$ cat config.mk
export PLATFORM = sky130hd
export DESIGN_NAME = cache_ctrl_2way
export DESIGN_NICKNAME = d
export VERILOG_FILES = /design/src/rtl/cache_ctrl_2way.sv
export SDC_FILE = /design/constraint.sdc
export NUM_CORES = 1
export LEC_CHECK = 0
export BUFFER_PORTS_ARGS = -buffer_cell sky130_fd_sc_hd__buf_2
export CELL_PAD_IN_SITES_DETAIL_PLACEMENT = 1
export CELL_PAD_IN_SITES_GLOBAL_PLACEMENT = 1
export CORE_ASPECT_RATIO = 1.75
export CORE_MARGIN = 5
export CORE_UTILIZATION = 34
export DETAILED_ROUTE_END_ITERATION = 10
export GPL_TIMING_DRIVEN = 0
export PLACE_DENSITY = 0.89
export SETUP_SLACK_MARGIN = 0.4
export SKIP_LAST_GASP = 1
export SLEW_MARGIN = 20
export SYNTH_ARGS = -nofsm -noshare
export SYNTH_HDL_FRONTEND = slang
export SYNTH_SLANG_ARGS = --single-unit
$ cat constraint.sdc
create_clock -name clk -period 3.5 [get_ports clk]
set_clock_uncertainty 0.1 [all_clocks]
set_input_delay 0.35 -clock clk [delete_from_list [all_inputs] [get_ports clk]]
set_output_delay 0.35 -clock clk [all_outputs]
set_load 0.005 [all_outputs]
$ cat src/rtl/cache_ctrl_2way.sv
// cache_ctrl_2way: control FSM for a 2-way set-associative, write-back,
// write-allocate cache. It sequences the data, tag/valid/dirty and LRU arrays
// and moves whole lines over the physical memory port.
//
// Handshakes: the CPU holds mem_read/mem_write until the controller returns a
// one-cycle mem_resp. The controller holds pmem_read/pmem_write until
// pmem_resp. pmem_resp is only consumed in WRITEBACK and ALLOCATE.
module cache_ctrl_2way #(
    parameter int s_offset = 5,
    parameter int s_count  = 32
) (
    input  logic                     clk,
    input  logic                     rst,
    input  logic                     mem_read,
    input  logic                     mem_write,
    input  logic [3:0]               mem_byte_enable,
    input  logic [s_offset-3:0]      word_offset,
    output logic                     mem_resp,
    input  logic                     hit0,
    input  logic                     hit1,
    input  logic                     valid0,
    input  logic                     valid1,
    input  logic                     dirty0,
    input  logic                     dirty1,
    input  logic                     lru_out,
    output logic                     pmem_read,
    output logic                     pmem_write,
    input  logic                     pmem_resp,
    output logic                     array_read,
    output logic [2**s_offset-1:0]   data_we0,
    output logic [2**s_offset-1:0]   data_we1,
    output logic                     data_in_sel,
    output logic                     pmem_addr_sel,
    output logic                     way_sel,
    output logic [1:0]               load_tag,
    output logic [1:0]               load_valid,
    output logic [1:0]               load_dirty,
    output logic                     dirty_in,
    output logic                     load_lru,
    output logic                     lru_in,
    output logic [s_count-1:0]       hit_count,
    output logic [s_count-1:0]       miss_count,
    output logic [2:0]               state_dbg
);

    localparam int LB = 2**s_offset;

    typedef enum logic [2:0] {
        IDLE      = 3'd0,
        COMPARE   = 3'd1,
        WRITEBACK = 3'd2,
        ALLOCATE  = 3'd3,
        REFILL    = 3'd4
    } state_t;

    state_t state_q, state_d;

    logic          victim_q;     // way chosen for replacement, stable until next COMPARE
    logic          write_q;      // current request is a write (write wins over read)
    logic          refill_q;     // this COMPARE follows a refill; its hit is not counted
    logic          hit_any;
    logic          hit_way;
    logic          victim_dirty;
    logic [LB-1:0] word_mask;

    assign hit_any      = hit0 | hit1;
    assign hit_way      = ~hit0 & hit1;
    assign victim_dirty = lru_out ? (valid1 & dirty1) : (valid0 & dirty0);
    assign word_mask    = {{(LB-4){1'b0}}, mem_byte_enable} << {word_offset, 2'b00};
    assign state_dbg    = state_q;

    // State register
    always_ff @(posedge clk) begin
        if (!rst) state_q <= IDLE;
        else      state_q <= state_d;
    end

    // Next-state decode
    always_comb begin
        state_d = state_q;
        case (state_q)
            IDLE:      if (mem_read || mem_write) state_d = COMPARE;
            COMPARE: begin
                if (hit_any)           state_d = IDLE;
                else if (victim_dirty) state_d = WRITEBACK;
                else                   state_d = ALLOCATE;
            end
            WRITEBACK: if (pmem_resp) state_d = ALLOCATE;
            ALLOCATE:  if (pmem_resp) state_d = REFILL;
            REFILL:    state_d = COMPARE;
            default:   state_d = IDLE;
        endcase
    end

    // Per-transaction context: request kind, victim way and refill marker
    always_ff @(posedge clk) begin
        if (!rst) begin
            victim_q <= 1'b0;
            write_q  <= 1'b0;
            refill_q <= 1'b0;
        end else begin
            if (state_q == IDLE && (mem_read || mem_write)) write_q <= mem_write;
            if (state_q == COMPARE && !hit_any)             victim_q <= lru_out;
            if (state_q == REFILL)                          refill_q <= 1'b1;
            else if (state_q == COMPARE)                    refill_q <= 1'b0;
        end
    end

    // Saturating hit/miss performance counters
    always_ff @(posedge clk) begin
        if (!rst) begin
            hit_count  <= '0;
            miss_count <= '0;
        end else if (state_q == COMPARE) begin
            if (hit_any) begin
                if (!refill_q && hit_count != '1) hit_count <= hit_count + 1'b1;
            end else begin
                if (miss_count != '1) miss_count <= miss_count + 1'b1;
            end
        end
    end

    // Output decode; everything is held idle while reset is asserted
    always_comb begin
        mem_resp      = 1'b0;
        pmem_read     = 1'b0;
        pmem_write    = 1'b0;
        array_read    = 1'b0;
        data_we0      = '0;
        data_we1      = '0;
        data_in_sel   = 1'b0;
        pmem_addr_sel = 1'b0;
        way_sel       = 1'b0;
        load_tag      = 2'b00;
        load_valid    = 2'b00;
        load_dirty    = 2'b00;
        dirty_in      = 1'b0;
        load_lru      = 1'b0;
        lru_in        = 1'b0;
        if (rst) begin
            case (state_q)
                IDLE: begin
                    if (mem_read || mem_write) array_read = 1'b1;
                end
                COMPARE: begin
                    if (hit_any) begin
                        mem_resp = 1'b1;
                        way_sel  = hit_way;
                        load_lru = 1'b1;
                        lru_in   = ~hit_way;
                        if (write_q) begin
                            if (hit_way) data_we1 = word_mask;
                            else         data_we0 = word_mask;
                            load_dirty[hit_way] = 1'b1;
                            dirty_in            = 1'b1;
                        end
                    end else begin
                        way_sel = lru_out;
                    end
                end
                WRITEBACK: begin
                    pmem_write    = 1'b1;
                    pmem_addr_sel = 1'b1;
                    way_sel       = victim_q;
                end
                ALLOCATE: begin
                    pmem_read = 1'b1;
                    if (pmem_resp) begin
                        if (victim_q) data_we1 = '1;
                        else          data_we0 = '1;
                        data_in_sel          = 1'b1;
                        load_tag[victim_q]   = 1'b1;
                        load_valid[victim_q] = 1'b1;
                        load_dirty[victim_q] = 1'b1;
                        dirty_in             = 1'b0;
                    end
                end
                REFILL: begin
                    array_read = 1'b1;
                end
                default: ;
            endcase
        end
    end

endmodule

==> impl_metrics.toml, run 1 <==
[run_status]
status = "finished, final reports clean"

[min_path]
hold_path.class = "in2reg"
holdPathStages = 3
min_from = "mem_write"
hold_path_end = "write_q$_SDFFE_PN0P_"

[sta]
period_needed_ns = 2.918
fmax_mhz = 342.7
finalSetupViolCount = 0
worstMarginPinSlew_ns = 1.042
finalHoldViolCount = 0
tns_ns = 0
rsz0062_at_grt = "false"
slew_headroom_pct = 29.89
drv_slew = 0
fin_crit_sh_pct = 83.38

[routing]
via_count = 5150
drcViolationCount = 0
routedWlPerCell_um = 18.82
viasPerCell = 5.826
drtIter0Drc = 188
drt_wl_total_mm = 16.64
firstDrtPassIters = 4
ant_nets = 0

[synthesis]
syn_area_mm2 = 0.004130
yosysSeqAreaShare_pct = 33.93
synth.avg_cell_area_um2 = 7.233
synthesis.nets = 592
synth_top_area_share_pct = 33.93
synth_edf_count = 0
async_flop_share_pct = 0
synth.distinct_cells = 46
synthTopCellsByArea = "dfxtp_1, a21oi_1, nand2_1, or4_1, o31ai_1"
synthFlopType = "dfxtp_1"
synth_largest_area_cell = "dfxtp_1"
yosysWarningCount = 0
syn_inst = 571
synth_seq_cells = 70

[worst_setup_path]
arrival_ns = 3.03
path_buf_inv = 1
cp_slowest_cell = "nor4_1"
crit_family = "simple AND/OR/NAND/NOR gates"
critical_path.max_stage_delay_ns = 0.90
r2r_slack_ns = 0.58
r2r_start = "hit_count[0]$_SDFFE_PN0P_"
r2r_end = "hit_count[15]$_SDFFE_PN0P_"
critical_path_class = "reg2reg"
cp-start-kind = "flip-flop"
critical_path_required_ns = 3.61
r2r_cells = 7
worst_setup_path_end_kind = "flip-flop"
crit_fanout = 10
crit_chain = "ha_1 > nand3_1 > nor4_1 > a21o_1 > clkbuf_1 > nor2_1 > mux2i_1"

[cts]
cts_tree = "yes"
cts_hold_buf = 0
clkSinkCount = 70
cts_resized = 0
post_cts_buffers = 0
numCtsBuffers = 9
root_buffer = "clkbuf_16"
h-tree-depth = 3
worstSkewPairLatency_ns = 0.33
cts_buffer_depth = 2
cts.reportedPaths.clkPinSlew_ns = 0.05

[cells_and_area]
drive_above_1_share_pct = 25.97
final_cell_mix = "buf_2, a21oi_1, nand2_1"
fill_cells = 1557
nNetsFinal = 764
final_common_cell = "buf_2"
fin_util_pct = 45.57
n_antenna_cell = 0
final_cell_area_mm2 = 0.005439
fin_cells = 884
syn2layout_area_growth_pct = 31.69

[pwr]
p_per_area_mw_per_mm2 = 349.1
p_total_mw = 1.899
p_leak_nw = 2.156
ir_drop_v = 0.0002667

[floorplanning]
rows = 53
ioPinCount = 166
core_area_mm2 = 0.01194
die_w_um = 93.32
die_area_mm2 = 0.01454
fp.dieH_um = 155.8
start_util_pct = 34.60

[grt]
grt_antenna_before_repair = 0
grt_max_degree = 12
first_global_vias = 5525
grt_pass1_wl_mm = 27.19
grt.overflow.total = 0
grt_usage_pct = 23.13

[placed_design]
placed_cells = 869
dp_hpwl_mm = 13.27
routabilityCongestion = 0.8797
io_buffers = 161
placed_area_mm2 = 0.005107

[run]
maxCapViolCount = 0
state kept, by name, indices dropped and copies added, names as in the netlist:
signal and flops:
write_q 1, hit_count 32, refill_q 1, victim_q 1, miss_count 32, state_dbg 3
power breakdown:
| part | leakage, nW | switching [mW] | internal [mW] |
|---|---|---|---|
| Combinational | 1.45 | 0.0928 | 0.0428 |
| Clock | 0.146 | 0.332 | 0.619 |
| Sequential | 0.564 | 0.00902 | 0.803 |
| Total | 2.16 | 0.434 | 1.46 |
worst max path at each step:
stage	from	depth (start not counted)	slack, ns	end
after floorplan	state_dbg[0]$_SDFFE_PN0P_	6	0.93	miss_count[29]$_SDFFE_PN0P_
after global placement	hit_count[17]$_SDFFE_PN0P_	6	0.70	hit_count[9]$_SDFFE_PN0P_
after detailed placement	hit_count[17]$_SDFFE_PN0P_	6	0.58	hit_count[9]$_SDFFE_PN0P_
after CTS	state_dbg[2]$_SDFFE_PN0P_	7	0.45	data_we0[2]
after global routing	hit_count[0]$_SDFFE_PN0P_	7	0.41	hit_count[15]$_SDFFE_PN0P_
final	hit_count[0]$_SDFFE_PN0P_	7	0.58	hit_count[15]$_SDFFE_PN0P_
tightest hold or removal path: stages:
cell and delay [ns]:
buf_2 0.10, a22oi_1 0.08, nor2_1 0.08
area by class of cell:
cell class              instances  area, um^2  share of cell area [%]
well taps                     137       171.4                   3.152
inverters                      16       60.06                   1.104
clock inverters                 4       72.57                   1.334
clock buffers                  11       232.7                   4.279
repair buffers                161       805.8                   14.81
plain buffers                  43       181.4                   3.336
multi-input cells             442        2514                   46.22
flip-flops and latches         70        1401                   25.76
metal layers:
layer | track usage, % | up-vias | routed length [um]
met5 | 0 | - | 0
met3 | 6.708 | 45 | 1207
met4 | 10.48 | 0 | 566
li1 | - | 2429 | -
met2 | 44.95 | 196 | 9167
met1 | 21.60 | 2480 | 5698
Yosys cell counts, types with 2 or more instances:
master / number
a2111oi_0: 4
a211oi_1: 5
a21o_1: 3
a21oi_1: 109
a31o_2: 2
and2_1: 3
and3_1: 3
and4_1: 2
buf_1: 7
buf_4: 4
clkbuf_1: 31
dfxtp_1: 70
ha_1: 2
inv_1: 15
mux2i_1: 5
nand2_1: 74
nand2b_1: 8
nand3_1: 20
nand3b_1: 5
nand4_1: 18
nand4b_1: 2
nor2_1: 35
nor3_1: 10
nor3b_1: 4
nor4_1: 5
o211ai_1: 4
o21ai_0: 24
o31ai_1: 19
or2_2: 3
or3_1: 22
or4_1: 24
xnor2_1: 13
xor2_1: 3
logic make-up (layout without fill, tap and decap cells):
kind of cell | Yosys count | count (layout) | synth area share [%]
AND/OR/NAND/NOR | 244 | 244 | 31.08
AO/OA/AOI/OAI | 175 | 175 | 24.02
flip-flops | 70 | 70 | 33.93
buffers and inverters | 59 | 235 | 5.756
XOR/XNOR | 16 | 16 | 3.393
multiplexers | 5 | 5 | 1.212
adder cells (fa/ha/maj) | 2 | 2 | 0.6058
through the flow:
| stage | hold slack [ns] | worst slack, ns |
|---|---|---|
| after floorplan | 0.3555 | 0.9330 |
| after global placement | 0.3703 | 0.6972 |
| after detailed placement | 0.3814 | 0.5824 |
| after CTS | 0.2149 | 0.4534 |
| after global routing | 0.2254 | 0.4115 |
| final | 0.2182 | 0.5816 |
(Power assumes the default switching activity.)
==> inputs of run 2 (changes only) <==
--- a/config.mk
+++ b/config.mk
@@ -5,6 +5,7 @@
 export SDC_FILE = /design/constraint.sdc
 export NUM_CORES = 1
 export LEC_CHECK = 0
+export ABC_AREA = 1
 export BUFFER_PORTS_ARGS = -buffer_cell sky130_fd_sc_hd__buf_2
 export CELL_PAD_IN_SITES_DETAIL_PLACEMENT = 1
 export CELL_PAD_IN_SITES_GLOBAL_PLACEMENT = 1
@@ -13,7 +14,7 @@
 export CORE_UTILIZATION = 34
 export DETAILED_ROUTE_END_ITERATION = 10
 export GPL_TIMING_DRIVEN = 0
-export PLACE_DENSITY = 0.89
+export PLACE_DENSITY = 0.88
 export SETUP_SLACK_MARGIN = 0.4
 export SKIP_LAST_GASP = 1
 export SLEW_MARGIN = 20
==> constraint.sdc (replaced) <==
create_clock -name clk -period 2.81 [get_ports clk]
set_clock_uncertainty 0.1 [all_clocks]
set_input_delay 0.281 -clock clk [delete_from_list [all_inputs] [get_ports clk]]
set_output_delay 0.281 -clock clk [all_outputs]
set_load 0.005 [all_outputs]
==> impl_metrics.toml, run 2 <==
[grt]
first_global_vias = 6631
grt.overflow.total = 0
grt_pass1_wl_mm = 32.17
grt_usage_pct = 23.20
grt_max_degree = 12
grt_antenna_before_repair = 0

[min_path]
hold_path.class = "in2reg"
min_from = "mem_write"

[synthesis]
synthFlopType = "dfxtp_1"
synth_top_area_share_pct = 27.77
yosysMostFrequentCell = "nand2_1"
syn_inst = 846
synthTopCellsByArea = "dfxtp_1, nand2_1, a21oi_1, nor2_1, nand4_1"
yosysWarningCount = 0
synth_seq_cells = 70
synth.distinct_cells = 34
synth_edf_count = 0
synth_largest_area_cell = "dfxtp_1"
async_flop_share_pct = 0
synth_common_cells = "nand2_1, nor2_1, a21oi_1, dfxtp_1, inv_1"
syn_area_mm2 = 0.005046
synthesis.nets = 867
yosysSeqAreaShare_pct = 27.77
synth.avg_cell_area_um2 = 5.965

[floorplanning]
ioPinCount = 166
die_area_mm2 = 0.01747
fp.dieH_um = 171.2
core_area_mm2 = 0.01476
die_w_um = 102.1
rows = 59
start_util_pct = 34.18

[sta]
final.setup.worst_slack_ns = 0.4777
finalSetupViolCount = 0
rsz0062_at_grt = "true"
drv_slew = 0
worstMarginPinSlew_ns = 0.8010
slew_headroom_pct = 46.60
fin_hold_ws_ns = 0.1131
period_needed_ns = 2.332
fin_crit_sh_pct = 83.00
tns_ns = 0
fmax_mhz = 428.8
finalHoldViolCount = 0

[cells_and_area]
regArea_mm2 = 0.001405
nNetsFinal = 1042
syn2layout_area_growth_pct = 28.64
n_antenna_cell = 0
final_common_cell = "nand2_1"
final_cell_mix = "nand2_1, buf_2, nor2_1"
final_cell_area_mm2 = 0.006491
fill_cells = 2090
drive_above_1_share_pct = 23.20
multiInputGateArea_mm2 = 0.003254

[worst_setup_path]
startpoint = "state_dbg[2]$_SDFFE_PN0P_"
worst_setup_path_end_kind = "output pin"
cp-start-kind = "flip-flop"
crit_fanout = 10
critical_path.max_stage_delay_ns = 0.34
critical_path_required_ns = 2.43
arrival_ns = 1.95
cp_common_cell = "nand2_1"
r2r_slack_ns = 0.69
path_buf_inv = 3
crit_chain = "inv_2 > nand2_1 > nor2_4 > nand2_1 > o31ai_2 > nand2_2 > buf_4 > a21oi_1 > buf_2"
critical_path_class = "reg2out"
r2r_start = "hit_count[1]$_SDFFE_PN0P_"
crit_family = "simple AND/OR/NAND/NOR gates"
cp_slowest_cell = "dfxtp_2"

[pwr]
ir_drop_v = 0.0002276
p_leak_nw = 2.785
p_per_area_mw_per_mm2 = 381.7

[routing]
drcViolationCount = 0
firstDrtPassIters = 5
drtIter0Drc = 239
viasPerCell = 5.223
ant_nets = 0
via_count = 6315
drt_wl_total_mm = 20.24
routedWlPerCell_um = 16.74

[placed_design]
routabilityCongestion = 0.9067
placed_area_mm2 = 0.006066
io_buffers = 158
dp_hpwl_mm = 16.36
place_ws_ns = 0.6486

[cts]
root_buffer = "clkbuf_16"
cts.reportedPaths.clkPinSlew_ns = 0.06
clkSinkCount = 70
worstSkewPairLatency_ns = 0.33
numCtsBuffers = 9
h-tree-depth = 3
cts_tree = "yes"
cts_buffer_depth = 2
cts_hold_buf = 0

[run]
maxCapViolCount = 0

[run_status]
status = "finished, final reports clean"
[run 2: cell count changes after synthesis, sizes merged, moves of 15 or more]
cell   change
nand2    +202
inv       +34
xor2      +15
nor2     +127
or3       -22
or4       -25
nand4     +16
o31ai     -18
[run 2: metrics by stage]
step / power [mW] / instances / util [%]
final: 2.478 / 1209 / 43.97
after global routing: 2.559 / 1209 / 43.97
after CTS: 2.495 / 1205 / 43.37
after detailed placement: 1.313 / 1187 / 41.08
after global placement: 1.304 / 1187 / 41.08
after floorplan: 1.213 / 846 / -
[run 2: path summary, 6_finish.rpt]
kind,to,depth (start not counted)
worst max-delay path,data_we1[3],9
worst min-delay path,write_q$_SDFFE_PN0P_,3
worst max register to register,hit_count[1]$_SDFFE_PN0P_,11
worst min register to register,write_q$_SDFFE_PN0P_,2
[run 2: cells by family after synthesis]
group	after synthesis	share of synthesized area (%)
buf+inv	94	8.654
simple gates	523	45.18
xor+xnor	24	4.166
fa+ha+maj	2	0.4958
flops	70	27.77
compound gates	133	13.74
[run 2: repair_timing]
action	CTS	global route
gates resized for setup	8	24
setup buffers	2	4
pin swaps	1	4
endpoints found under the setup margin	60	66
[run 2: where the power goes]
part,switching (mW),total (mW),leakage (nW),internal (mW)
Combinational,0.195,0.288,2.07,0.0927
Clock,0.434,1.17,0.146,0.735
Sequential,0.0164,1.02,0.566,1.00
[run 2: final cells by class]
class,instances,area share [%]
repair buffers,164,12.88
clock buffers,13,4.009
multi-input cells,682,50.13
well taps,183,3.527
inverters,49,2.833
flip-flops and latches,70,21.65
plain buffers,45,4.318
clock inverters,3,0.6554
[run 2: metal layers]
metal	up-vias	part of all wire, %	GRT usage, %
met5	-	0	0
met4	0	4.0	10.22
met3	52	4.4	4.162
met2	172	58	47.64
met1	2993	34	20.94
li1	3098	-	-
[run 2: worst reg2reg max path, stage by stage, from the launching register on]
cell and delay [ns]:
dfxtp_1 0.38, ha_1 0.24, nand2_1 0.07, nor2_1 0.21, nand2_2 0.14, nor2_4 0.16
nand2_2 0.13, nand2_4 0.17, nor2_4 0.09, buf_6 0.15, nand2_1 0.07, a21oi_1 0.06
